### src/rtl/interrupt_controller.sv
// interrupt_controller: 8-source priority interrupt controller with req/ack/done handshake and 4-byte register window.
// Define IRQ_NESTING_EN to let a higher-priority source preempt one already in service.
module interrupt_controller #(
    parameter logic [7:0] IRQ_CTRL_ADDRESS = 8'h10
) (
    input  logic       clk,
    input  logic       rst_n,
    input  logic [7:0] din,
    input  logic [7:0] address,
    input  logic       w_en,
    input  logic       r_en,
    output logic [7:0] dout,
    input  logic [7:0] irq_src,
    output logic [7:0] irq_clr,
    output logic       irq,
    output logic [2:0] irq_vector,
    input  logic       irq_ack,
    input  logic       irq_done
);
    typedef enum logic [1:0] {IDLE, REQ, SERVICE} state_t;

    state_t     state_q, state_d;
    logic [7:0] enable_q, enable_d, isr_q, isr_d, clr_q, clr_d, dout_q, dout_d;
    logic [7:0] pend, off, isr_dn;
    logic [3:0] best, low_dn;
    logic [2:0] vec_q, vec_d;
    logic       gie_q, gie_d, irq_q, irq_d, hit, wr, ack_ok, done_ok, preempt;

    // Index of the lowest set bit, 8 when none.
    function automatic logic [3:0] lsb(input logic [7:0] v);
        lsb = 4'd8;
        for (int i = 7; i >= 0; i--)
            if (v[i]) lsb = i[3:0];
    endfunction

    always_comb begin
        pend     = irq_src & enable_q;
        best     = lsb(pend);
        off      = address - IRQ_CTRL_ADDRESS;
        hit      = off < 8'd4;
        wr       = w_en && hit;
        enable_d = (wr && off == 8'd0) ? din : enable_q;
        gie_d    = (wr && off == 8'd2) ? din[0] : gie_q;
        dout_d   = !(r_en && hit) ? dout_q :
                   off == 8'd0 ? enable_q :
                   off == 8'd1 ? pend :
                   off == 8'd2 ? {7'd0, gie_q} : isr_q;
        done_ok  = irq_done && isr_q != 8'd0;
`ifdef IRQ_NESTING_EN
        // Done retires the lowest (most urgent) in-service bit before any ack at the same edge.
        isr_dn   = done_ok ? (isr_q & (isr_q - 8'd1)) : isr_q;
        low_dn   = lsb(isr_dn);
        ack_ok   = irq_ack && irq_q && pend != 8'd0 && best < low_dn;
`else
        isr_dn   = done_ok ? (isr_q & ~(8'd1 << vec_q)) : isr_q;
        low_dn   = lsb(isr_dn);
        ack_ok   = irq_ack && irq_q && pend != 8'd0;
`endif
        isr_d    = ack_ok ? (isr_dn | (8'd1 << best[2:0])) : isr_dn;
`ifdef IRQ_NESTING_EN
        vec_d    = ack_ok ? best[2:0] : done_ok ? (low_dn[3] ? 3'd0 : low_dn[2:0]) : vec_q;
`else
        vec_d    = ack_ok ? best[2:0] : vec_q;
`endif
        clr_d    = ((wr && off == 8'd1) ? din : 8'd0) | (ack_ok ? (8'd1 << best[2:0]) : 8'd0);
        state_d  = state_q;
        if (state_q == IDLE)
            state_d = (gie_q && pend != 8'd0) ? REQ : IDLE;
        else if (state_q == REQ)
            state_d = ack_ok ? SERVICE : (!gie_q || pend == 8'd0) ? IDLE : REQ;
        else if (done_ok || ack_ok)
            state_d = isr_d != 8'd0 ? SERVICE : IDLE;
`ifdef IRQ_NESTING_EN
        preempt  = state_d == SERVICE && gie_q && pend != 8'd0 && best < lsb(isr_d);
`else
        preempt  = 1'b0;
`endif
        irq_d    = state_d == REQ || preempt;
    end

    always_ff @(posedge clk or negedge rst_n) begin
        if (!rst_n) begin
            state_q  <= IDLE;
            enable_q <= 8'd0;
            gie_q    <= 1'b0;
            isr_q    <= 8'd0;
            vec_q    <= 3'd0;
            clr_q    <= 8'd0;
            dout_q   <= 8'd0;
            irq_q    <= 1'b0;
        end else begin
            state_q  <= state_d;
            enable_q <= enable_d;
            gie_q    <= gie_d;
            isr_q    <= isr_d;
            vec_q    <= vec_d;
            clr_q    <= clr_d;
            dout_q   <= dout_d;
            irq_q    <= irq_d;
        end
    end

    assign dout       = dout_q;
    assign irq_clr    = clr_q;
    assign irq        = irq_q;
    assign irq_vector = vec_q;
endmodule
### config.mk
export PLATFORM = sky130hd
export DESIGN_NAME = interrupt_controller
export DESIGN_NICKNAME = d
export VERILOG_FILES = /design/src/rtl/interrupt_controller.sv
export SDC_FILE = /design/constraint.sdc
export NUM_CORES = 1
export LEC_CHECK = 0
export CORE_MARGIN = 2
export CORE_UTILIZATION = 48
export DETAILED_ROUTE_END_ITERATION = 6
export PLACE_DENSITY = 0.79
export RECOVER_POWER = 100
export SLEW_MARGIN = 20
export SYNTH_ARGS = -nofsm -noshare
export SYNTH_HDL_FRONTEND = slang
export SYNTH_SLANG_ARGS = --single-unit
### constraint.sdc
create_clock -name clk -period 2 [get_ports clk]
set_input_delay 0.2 -clock clk [delete_from_list [all_inputs] [get_ports clk]]
set_output_delay 0.2 -clock clk [all_outputs]
set_load 0.02 [all_outputs]
==> results by group, run 1 <==
STA
  – Setup TNS: 0 ns
  – Worst clock skew: approximately 0.005 ns
  – Worst hold margin: 0.0403 ns
  – Fin. max-slew vios: 0
  – Crit share post-route: 92.2%
  – Final Hold Vio Count: 0
  – # setup viols final: 0
  – Fin crit period: 1.84 ns
  – Least-Margin Pin Slew: 0.946 ns
  – Max_slew headroom: a little under two fifths
  – RSZ-0062 raised after global routing: false
  – Max Clk Rate: 542 MHz

Yosys
  – Top-area cell type share of the netlist area: about half
  – Cell count after synthesis: 196
  – Synth Area in Compound Gates: between 20 and 25%
  – Yosys top cell by area: dfrtp_1
  – Register area share after synthesis: 50.0%
  – Mux contribution to synthesized area: 5.19%
  – Synth Area in Simple Gates: about a fifth
  – Synthesized cell area: 1950 um^2
  – Largest family of logic cells by synthesized area: simple AND/OR/NAND/NOR gates
  – Post-synthesis adder-cell area fraction: 0%
  – Syn avg cell area: 9.96 um^2
  – Synth Area in XOR/XNOR: 0%
  – Yosys warning count: 0
  – Top cells by area, synth: dfrtp_1, nand2_1, o21ai_0, mux2_2, a32oi_1
  – Synth Net Count: roughly 230
  – Synth cell types: between 40 and 50
  – Register bit total from synthesis: 39

Clock network
  – Postcts setup bufs: 0
  – Post-CTS sizing: 0
  – Hold buffers post-CTS: 0
  – Root buf cell: clkbuf_8
  – Clock transition at the registers of the reported paths: 0.08 ns
  – CTS Buffer Depth: 2
  – Clock sinks: 39
  – Number of buffers created by CTS: 5
  – H-tree depth: 2
  – CTS tree: built
  – Worst-skew pair later-pin latency: 0.29 ns

Die
  – Total I/O pin count: 50
  – Die width: around 68 um
  – Initial core utilization: 49.2%
  – Core region area: 3970 um^2
  – Die Area: 4600 um^2
  – Row count: 23
  – Die Span Y: 67.8 um

Placement
  – Dpl cell area: ~2600 um^2
  – Hpwl dp: 3.54 mm
  – PortBufs: 49
  – Routability Congestion: 0.847
  – Placed Cells: 300

Critical path
  – CP Capture Point: dout[0]
  – CP Cell Sequence: clkdlybuf4s50_1 -> or4b_4 -> or2_4 -> a21o_4 -> and2_0 -> o41ai_2
  – Reg2reg path depth: 5
  – Reg2Reg Setup Slack: 0.34 ns
  – Endpoint class of the critical path: flip-flop
  – Worst Path Required: roughly 2.2 ns
  – Crit path launch type: input pin
  – Reg2reg end: state_q[1]
  – Crit path DAT: 2.03 ns
  – Reg2reg start: irq_vector[1]
  – CP Class: input pin to flip-flop
  – Worst path max stage delay: 0.55 ns
  – Worst setup startpoint: address[5]
  – Crit-path slowest cell: or4b_4
  – Crit-path max FO: 3

Cells and area
  – N_diodes: 0
  – Layout cells sized above 1: around 14%
  – Seq. cell area: 976 um^2
  – Filler cell count: 347
  – Finished Layout Cells: about 300
  – Final Cell Area: approximately 2600 um^2
  – Nets@finish: 287
  – Commonest non-fill, non-tap cell in the layout: dfrtp_1
  – Most frequent cells in the layout: dfrtp_1, nand2_1, clkdlybuf4s50_1, o21ai_0, dlygate4sd3_1
  – Multi-input logic area: 910 um^2
  – Area Growth Syn to Fin: 35.2%

Outcome
  – Outcome: complete, no violations

Pwr
  – PD cells: about 560 nW/um^2
  – Total power: 1.48 mW
  – P_leak: 1.21 nW
  – Max IR drop VDD: approximately 0.00035 V

Detailed routing
  – Max Used Layer: met4
  – Initial DRC count: 114
  – Final WL: 4.68 mm
  – WL met2: about 2.2 mm
  – Router iterations before antenna repair: 4
  – Via density: 5.66
  – M1 wire length: around 2.1 mm
  – Antenna viol nets, final: 0
  – Drt wl/cell: between 15 and 20 um
  – WL met3: about 260 um
  – Vias: between 1500 and 2000
  – # DRC: 0

Global route
  – Pin count of the biggest net entering global routing: 40
  – All-layer global routing usage: 22.9%
  – Total gr overflow: 0
  – Initial antenna violation count: 0
  – First-pass GRT wire length: 7.73 mm
  – Vias in the first global route: 1650

Job
  – MaxCap Viol Count: 0

Worst hold path
  – Hold/Removal Path Class: input pin to async pin
## worst max-delay path: cells and delay by family
family | cells | cell delay (ns)
compound gates | 2 | 0.46
buf+inv | 1 | 0.40
simple gates | 3 | 0.98
## worst min-delay path by stage
stage | start | end | slack, ns | cells after the start
global placement | rst_n | irq_clr[4] | 0.35 | 1
floorplan | rst_n | dout[0] | -0.1 | 0
detailed placement | rst_n | dout[7] | 0.35 | 1
CTS | rst_n | dout[7] | 0.04 | 1
global route | rst_n | dout[7] | 0.12 | 1
finish | rst_n | dout[7] | 0.04 | 1
## cell usage after synthesis
| library cell | instances |
|---|---|
| dfrtp_1 | 39 |
| nand2_1 | 33 |
| o21ai_0 | 19 |
| nand2b_1 | 9 |
| a32oi_1 | 8 |
| mux2_2 | 8 |
| nor2_1 | 8 |
| inv_1 | 6 |
| a21oi_1 | 5 |
| a22oi_1 | 5 |
| clkbuf_1 | 5 |
| a22o_1 | 4 |
| or3_1 | 4 |
| o21ai_1 | 3 |
| a21boi_0 | 2 |
| a31oi_1 | 2 |
| and2_1 | 2 |
| buf_2 | 2 |
| nand3_1 | 2 |
| nand4_1 | 2 |
| nor3b_1 | 2 |
| nor4_1 | 2 |
| o31ai_1 | 2 |
| a21o_1 | 1 |
| a21o_4 | 1 |
| a2bb2oi_1 | 1 |
| a32o_1 | 1 |
| and2_4 | 1 |
| and3_1 | 1 |
| and3b_1 | 1 |
| and4b_1 | 1 |
| and4bb_2 | 1 |
| buf_4 | 1 |
| mux2_1 | 1 |
| nand4b_1 | 1 |
| nor3_1 | 1 |
| nor3_4 | 1 |
| o2111a_1 | 1 |
| o21a_1 | 1 |
| o2bb2ai_1 | 1 |
| o41ai_2 | 1 |
| or2_2 | 1 |
| or2_4 | 1 |
| or3b_2 | 1 |
| or4b_4 | 1 |
## sequential cells by signal, indices dropped and copies added, names as in the netlist
name,cells
dout,8
enable_q,8
irq_clr,8
isr_q,8
irq_vector,3
state_q,2
gie_q,1
irq,1
## stage by stage
stage          setup WS [ns]  utilization (%)
2_1_floorplan          0.239                -
3_3_place_gp          -0.137             65.2
3_5_place_dp          -0.175             65.2
4_1_cts                0.132             67.3
5_1_grt               0.0202             66.5
6_report               0.156             66.5
## logic make-up after synthesis
kind of cell / count (synthesis)
DFF: 39
buffers and inverters: 14
muxes: 9
AOI/OAI and AO/OA: 58
and+or+nand+nor: 76
## layout make-up
| type | count | area share (%) |
|---|---|---|
| Multi-Input combinational cell | 143 | 34.4 |
| Sequential cell | 39 | 36.9 |
| Tap cell | 50 | 2.37 |
| Inverter | 6 | 0.853 |
| Clock buffer | 5 | 2.61 |
| Clock inverter | 3 | 0.568 |
| Timing Repair Buffer | 62 | 22.2 |
## metal layers
metal  GRT usage (%)  vias to the layer above
met5               0                        -
met4            8.00                        0
met3            4.50                        9
met2            36.2                       54
met1            31.3                      841
li1                -                      839
## where the power goes
group | total, mW | internal [mW] | switching (mW)
logic | 0.156 | 0.0828 | 0.0729
clock network | 0.511 | 0.239 | 0.272
registers | 0.811 | 0.799 | 0.0118
total | 1.48 | 1.12 | 0.357
Power figures use the tool's default switching activity.
==> inputs of run 2 (changes only) <==
--- a/config.mk
+++ b/config.mk
@@ -11,4 +11,5 @@
 export PLACE_DENSITY = 0.79
 export RECOVER_POWER = 100
+export REMOVE_ABC_BUFFERS = 1
 export SLEW_MARGIN = 20
 export SYNTH_ARGS = -nofsm -noshare
==> constraint.sdc (replaced) <==
create_clock -name clk -period 2 [get_ports clk]
set_input_delay 0.3 -clock clk [delete_from_list [all_inputs] [get_ports clk]]
set_output_delay 0.3 -clock clk [all_outputs]
set_load 0.02 [all_outputs]
==> run 2 against run 1 <==
Compared with the run above: via count increased by 0.46%; global-route usage increased by 1.3 points; routed wire length rose by 4.4%; clock power fell by 2%; register-to-register slack got worse by 0.08 ns; critical endpoint unchanged; largest power group unchanged.
==> results by group, run 2 (same netlist as run 1, synthesis figures left out) <==
STA
  – Fin crit period: 1.97 ns
  – Max Clk Rate: 508 MHz
  – # setup viols final: 0
  – Final Hold Vio Count: 0
  – RSZ-0062 raised after global routing: false
  – Setup TNS: 0 ns
  – Max_slew headroom: 36.3%
  – Crit share post-route: 98.4%
  – Final worst slack: 0.0317 ns
  – Worst clock skew: 0.00802 ns
  – Fin. max-slew vios: 0
  – Least-Margin Pin Slew: roughly 0.96 ns

Pwr
  – Max IR drop VDD: 0.000468 V
  – PD cells: 547 nW/um^2
  – P_leak: 1.24 nW

Placement
  – Dpl cell area: approximately 2600 um^2
  – Placed Cells: 307
  – Hpwl dp: between 3 and 4 mm
  – Dpl ws: -0.273 ns
  – Routability Congestion: slightly below 0.9
  – PortBufs: 49

Detailed routing
  – Final WL: 4.88 mm
  – Router iterations before antenna repair: 4
  – # DRC: 0
  – Antenna viol nets, final: 0
  – Initial DRC count: 148
  – Vias: between 1500 and 2000
  – Via density: about 5.6
  – Drt wl/cell: 15.5 um

Clock network
  – CTS Buffer Depth: 2
  – Clock sinks: 39
  – Root buf cell: clkbuf_8
  – Hold buffers post-CTS: 0
  – Postcts setup bufs: 0
  – Number of buffers created by CTS: 5
  – CTS tree: built
  – Worst-skew pair later-pin latency: 0.29 ns
  – H-tree depth: 2
  – Clock transition at the registers of the reported paths: 0.07 ns
  – Post-CTS sizing: 0

Die
  – Row count: 23
  – Die Span Y: slightly below 70 um
  – Die Area: roughly 4600 um^2
  – Total I/O pin count: 50
  – Die width: 67.8 um
  – Core region area: 3970 um^2
  – Initial core utilization: 49.2%

Critical path
  – Worst path max stage delay: 0.56 ns
  – Crit path launch type: input pin
  – Crit-path slowest cell: or4b_4
  – Worst Path Required: 2.19 ns
  – CP Class: input pin to flip-flop
  – Crit-path max FO: 8
  – Endpoint class of the critical path: flip-flop
  – CP Cell Sequence: clkdlybuf4s50_1 -> or4b_4 -> or2_4 -> a21o_4 -> and2_4 -> o41ai_2
  – Crit path DAT: 2.16 ns

Worst hold path
  – Hold/Removal Path Class: input pin to async pin

Cells and area
  – Final Cell Area: 2700 um^2
  – Most frequent cells in the layout: dfrtp_1, nand2_1, clkdlybuf4s50_1, dlygate4sd3_1, o21ai_0
  – Nets@finish: 294
  – N_diodes: 0
  – Commonest non-fill, non-tap cell in the layout: dfrtp_1
  – Finished Layout Cells: ~320
  – Area Growth Syn to Fin: 38.2%
  – Layout cells sized above 1: about 16%

Global route
  – Vias in the first global route: approximately 1700
  – Total gr overflow: 0
  – All-layer global routing usage: about a quarter
  – Pin count of the biggest net entering global routing: 40
  – Initial antenna violation count: 0
  – First-pass GRT wire length: 8.16 mm

Job
  – MaxCap Viol Count: 0

Outcome
  – Outcome: complete, no violations
-- run 2: worst paths after layout --
check                        endpoint  slack [ns]         from  depth (start not counted)
max                           dout[0]        0.03   address[5]                          6
min                           dout[6]        0.23        rst_n                          2
max reg2reg                irq_clr[5]        0.26  enable_q[6]                          6
min reg2reg                   dout[1]        0.47      dout[1]                          2
max in group asynchronous  state_q[1]        1.17        rst_n                          2
min in group clk              dout[1]        0.47      dout[1]                          2
-- run 2: worst max-delay path: cells and delay by family --
family / cells / cell delay (ns)
AO/OA/AOI/OAI: 2 / 0.48
buffers and inverters: 1 / 0.40
AND/OR/NAND/NOR: 3 / 0.98
-- run 2: routing by layer --
layer	routed length [um]	GRT usage, %
met2	2410	38.4
met4	67	7.00
met1	2190	33.6
met3	221	5.00
met5	0	0
-- run 2: stage by stage --
| stage | utilization, % | total power, mW | hold WS (ns) |
|---|---|---|---|
| after floorplan | - | 0.874 | 0.00441 |
| after global placement | 66.5 | 1.00 | 0.380 |
| after detailed placement | 66.5 | 1.00 | 0.378 |
| after CTS | 68.5 | 1.50 | 0.0660 |
| after global routing | 68.0 | 1.54 | 0.313 |
| final | 68.0 | 1.48 | 0.233 |
-- run 2: cell type report --
class / instances / area, um^2
clock buffer: 7 / 76.3
fill: 332 / 1270
timing repair buffer: 69 / 638
inverter: 6 / 22.5
multi-input combinational: 143 / 918
sequential: 39 / 976
tap: 50 / 62.6
clock inverter: 1 / 5.00
-- run 2: where the power goes --
part           total, mW  internal, mW  switching [mW]
sequential         0.811         0.799          0.0117
clock              0.499         0.244           0.255
combinational      0.167        0.0894          0.0773
total               1.48          1.13           0.344
==> inputs of run 3 (changes only) <==
ABC_AREA = 1   (was unset)
CORE_UTILIZATION = 49   (was 48)
HOLD_SLACK_MARGIN = 0.15   (was unset)
==> run 3 against run 2 <==
Compared with the run above: non-clock buffer count shrank 9; largest power group unchanged; largest cell class unchanged; critical endpoint is now irq_vector[1]; critical path type is now flip-flop to output port; power increased by 21%; worst hold slack better by 0.28 ns; register-to-register slack better by 0.02 ns.
==> results by group, run 3 <==
Yosys
  – Cell count after synthesis: around 240
  – Number of flops mapped to enable cells by yosys: 0
  – Post-synth ARST share: 100%
  – Top cells by area, synth: dfrtp_1, nand2_1, nand2_2, o21ai_0, inv_1
  – Top-area cell type share of the netlist area: 46.9%
  – Register area share after synthesis: 46.9%
  – Synth cell types: 31
  – Yosys warning count: 0
  – Commonest cells in the netlist: nand2_1, dfrtp_1, inv_1
  – Synthesized cell area: 2080 um^2
  – Syn avg cell area: ~8.6 um^2
  – Yosys top cell by area: dfrtp_1
  – Cell with the most instances after synthesis: nand2_1
  – Top FF cell, synth: dfrtp_1
  – Register bit total from synthesis: 39

Die
  – Core region area: ~4000 um^2
  – Die Area: about 4800 um^2
  – Row count: 23
  – Die width: 69.1 um
  – Initial core utilization: 51.6%
  – Die Span Y: 69.1 um
  – Total I/O pin count: 50

Placement
  – Routability Congestion: 0.942
  – Hpwl dp: slightly below 4 mm
  – PortBufs: 49
  – Placed Cells: approximately 350

Critical path
  – Worst path max stage delay: between 0.7 and 0.8 ns
  – Endpoint class of the critical path: output port
  – CP Cell Sequence: dlygate4sd3_1
  – Crit path max-delay family: buffers and inverters
  – CP Class: flip-flop to output port
  – Worst Path Required: 1.70 ns
  – CP Capture Point: irq_vector[1]
  – Reg2reg end: state_q[1]
  – Reg2Reg Setup Slack: 0.28 ns
  – Crit-path max FO: 7
  – Levels on crit path: 1
  – Worst setup startpoint: irq_vector[1]
  – Reg2reg path depth: 11
  – Crit-path slowest cell: dlygate4sd3_1
  – Critical path buffers and inverters: 1
  – Reg2reg start: enable_q[0]
  – Crit path DAT: 1.47 ns
  – Crit path launch type: flip-flop

Cells and area
  – Nets@finish: 336
  – Layout cells sized above 1: between 10% and 20%
  – Finished Layout Cells: 357
  – N_diodes: 0
  – Commonest non-fill, non-tap cell in the layout: nand2_1
  – Area Growth Syn to Fin: 33.7%
  – Most frequent cells in the layout: nand2_1, dfrtp_1, clkdlybuf4s50_1, inv_1, o21ai_0

Clock network
  – H-tree depth: 2
  – Post-CTS sizing: 0
  – Root buf cell: clkbuf_8
  – CTS tree: built
  – Clock sinks: 39
  – Worst-skew pair later-pin latency: around 0.29 ns
  – CTS Buffer Depth: 2
  – Number of buffers created by CTS: 5
  – Clock transition at the registers of the reported paths: 0.07 ns

Worst hold path
  – Hold/Removal Path Class: flip-flop to flip-flop

Detailed routing
  – # DRC: 0
  – Vias: about 1900
  – Antenna viol nets, final: 0
  – Final WL: 4.96 mm
  – Initial DRC count: 71
  – Via density: 5.18
  – Router iterations before antenna repair: 4
  – Drt wl/cell: 13.9 um

Pwr
  – Max IR drop VDD: 0.000483 V
  – PD cells: about 640 nW/um^2
  – P_leak: 1.34 nW

STA
  – Crit share post-route: 88.3%
  – RSZ-0062 raised after global routing: false
  – Final Hold Vio Count: 0
  – Worst clock skew: 0.00331 ns
  – Max_slew headroom: 36.2%
  – Least-Margin Pin Slew: between 0.9 and 1 ns
  – Fin. max-slew vios: 0
  – Max Clk Rate: roughly 570 MHz
  – Fin crit period: 1.77 ns
  – # setup viols final: 0
  – Setup TNS: 0 ns

Global route
  – Total gr overflow: 0
  – Initial antenna violation count: 0
  – Pin count of the biggest net entering global routing: 40
  – All-layer global routing usage: between 20% and 30%
  – First-pass GRT wire length: 8.60 mm
  – Vias in the first global route: roughly 1800

Outcome
  – Outcome: complete, no violations

Job
  – MaxCap Viol Count: 0
## run 3: power by group
group	switching (mW)	internal [mW]
Combinational	0.134	0.124
Sequential	0.0227	0.825
Clock	0.280	0.404
Total	0.437	1.35
## run 3: final cells by class
class	instances	area, um^2
sequential	39	976
tap	50	62.6
timing repair buffer	60	568
multi-input combinational	168	932
clock buffer	6	82.6
inverter	32	124
clock inverter	2	35.0
fill	349	1250
## run 3: metal layers
metal | share of wire [%] | track usage [%] | wire length [um]
met5 | 0 | 0 | 0
met3 | 5.3 | 4.53 | 262
met1 | 46 | 30.6 | 2300
met2 | 46 | 35.1 | 2270
met4 | 2.7 | 9.80 | 132
## run 3: worst reg2reg max path, stage by stage (launching register included)
cell and delay (ns):
dfrtp_1 0.42, nand2_1 0.16, nand2_4 0.09, nor2_4 0.16, inv_2 0.06, nor2_4 0.14
nand4_1 0.16, nand2_1 0.12, nor2_1 0.06, nand2_1 0.07, nor2_2 0.05, a21boi_0 0.17
## run 3: cells by family (layout without fill, tap and decap cells)
group / Yosys count / after routing / synth area share [%]
AND/OR/NAND/NOR: 114 / 114 / 29.8
AO/OA/AOI/OAI: 54 / 54 / 15.8
flip-flops: 39 / 39 / 46.9
buffers and inverters: 36 / 100 / 7.52
## run 3: metrics by stage
step	hold slack, ns	total power [mW]	instance area, um^2	utilization, %	worst slack (ns)
finish	0.511	1.79	2780	69.0	0.233
CTS	0.529	1.82	2800	69.4	0.288
global route	0.557	1.85	2780	69.0	0.0723
floorplan	0.00441	0.985	2050	-	0.446
detailed placement	0.381	1.14	2670	66.3	-0.00474
global placement	0.378	1.13	2670	66.3	0.0418
## run 3: timing repair
action / CTS / global route
setup buffers: 0 / 0
hold buffers: 1 / 0
endpoints found under the setup margin: 0 / 0
hold endpoints to repair: 39 / 0
## run 3: worst min-delay path by stage
| stage | start | endpoint | slack [ns] | cells past startpoint |
|---|---|---|---|---|
| final | dout[0] | dout[0] | 0.51 | 2 |
| after global routing | dout[3] | dout[3] | 0.56 | 2 |
| after CTS | dout[0] | dout[0] | 0.53 | 2 |
| after detailed placement | rst_n | enable_q[6] | 0.38 | 2 |
| after global placement | rst_n | dout[1] | 0.38 | 2 |
| after floorplan | rst_n | dout[0] | 0.004 | 0 |
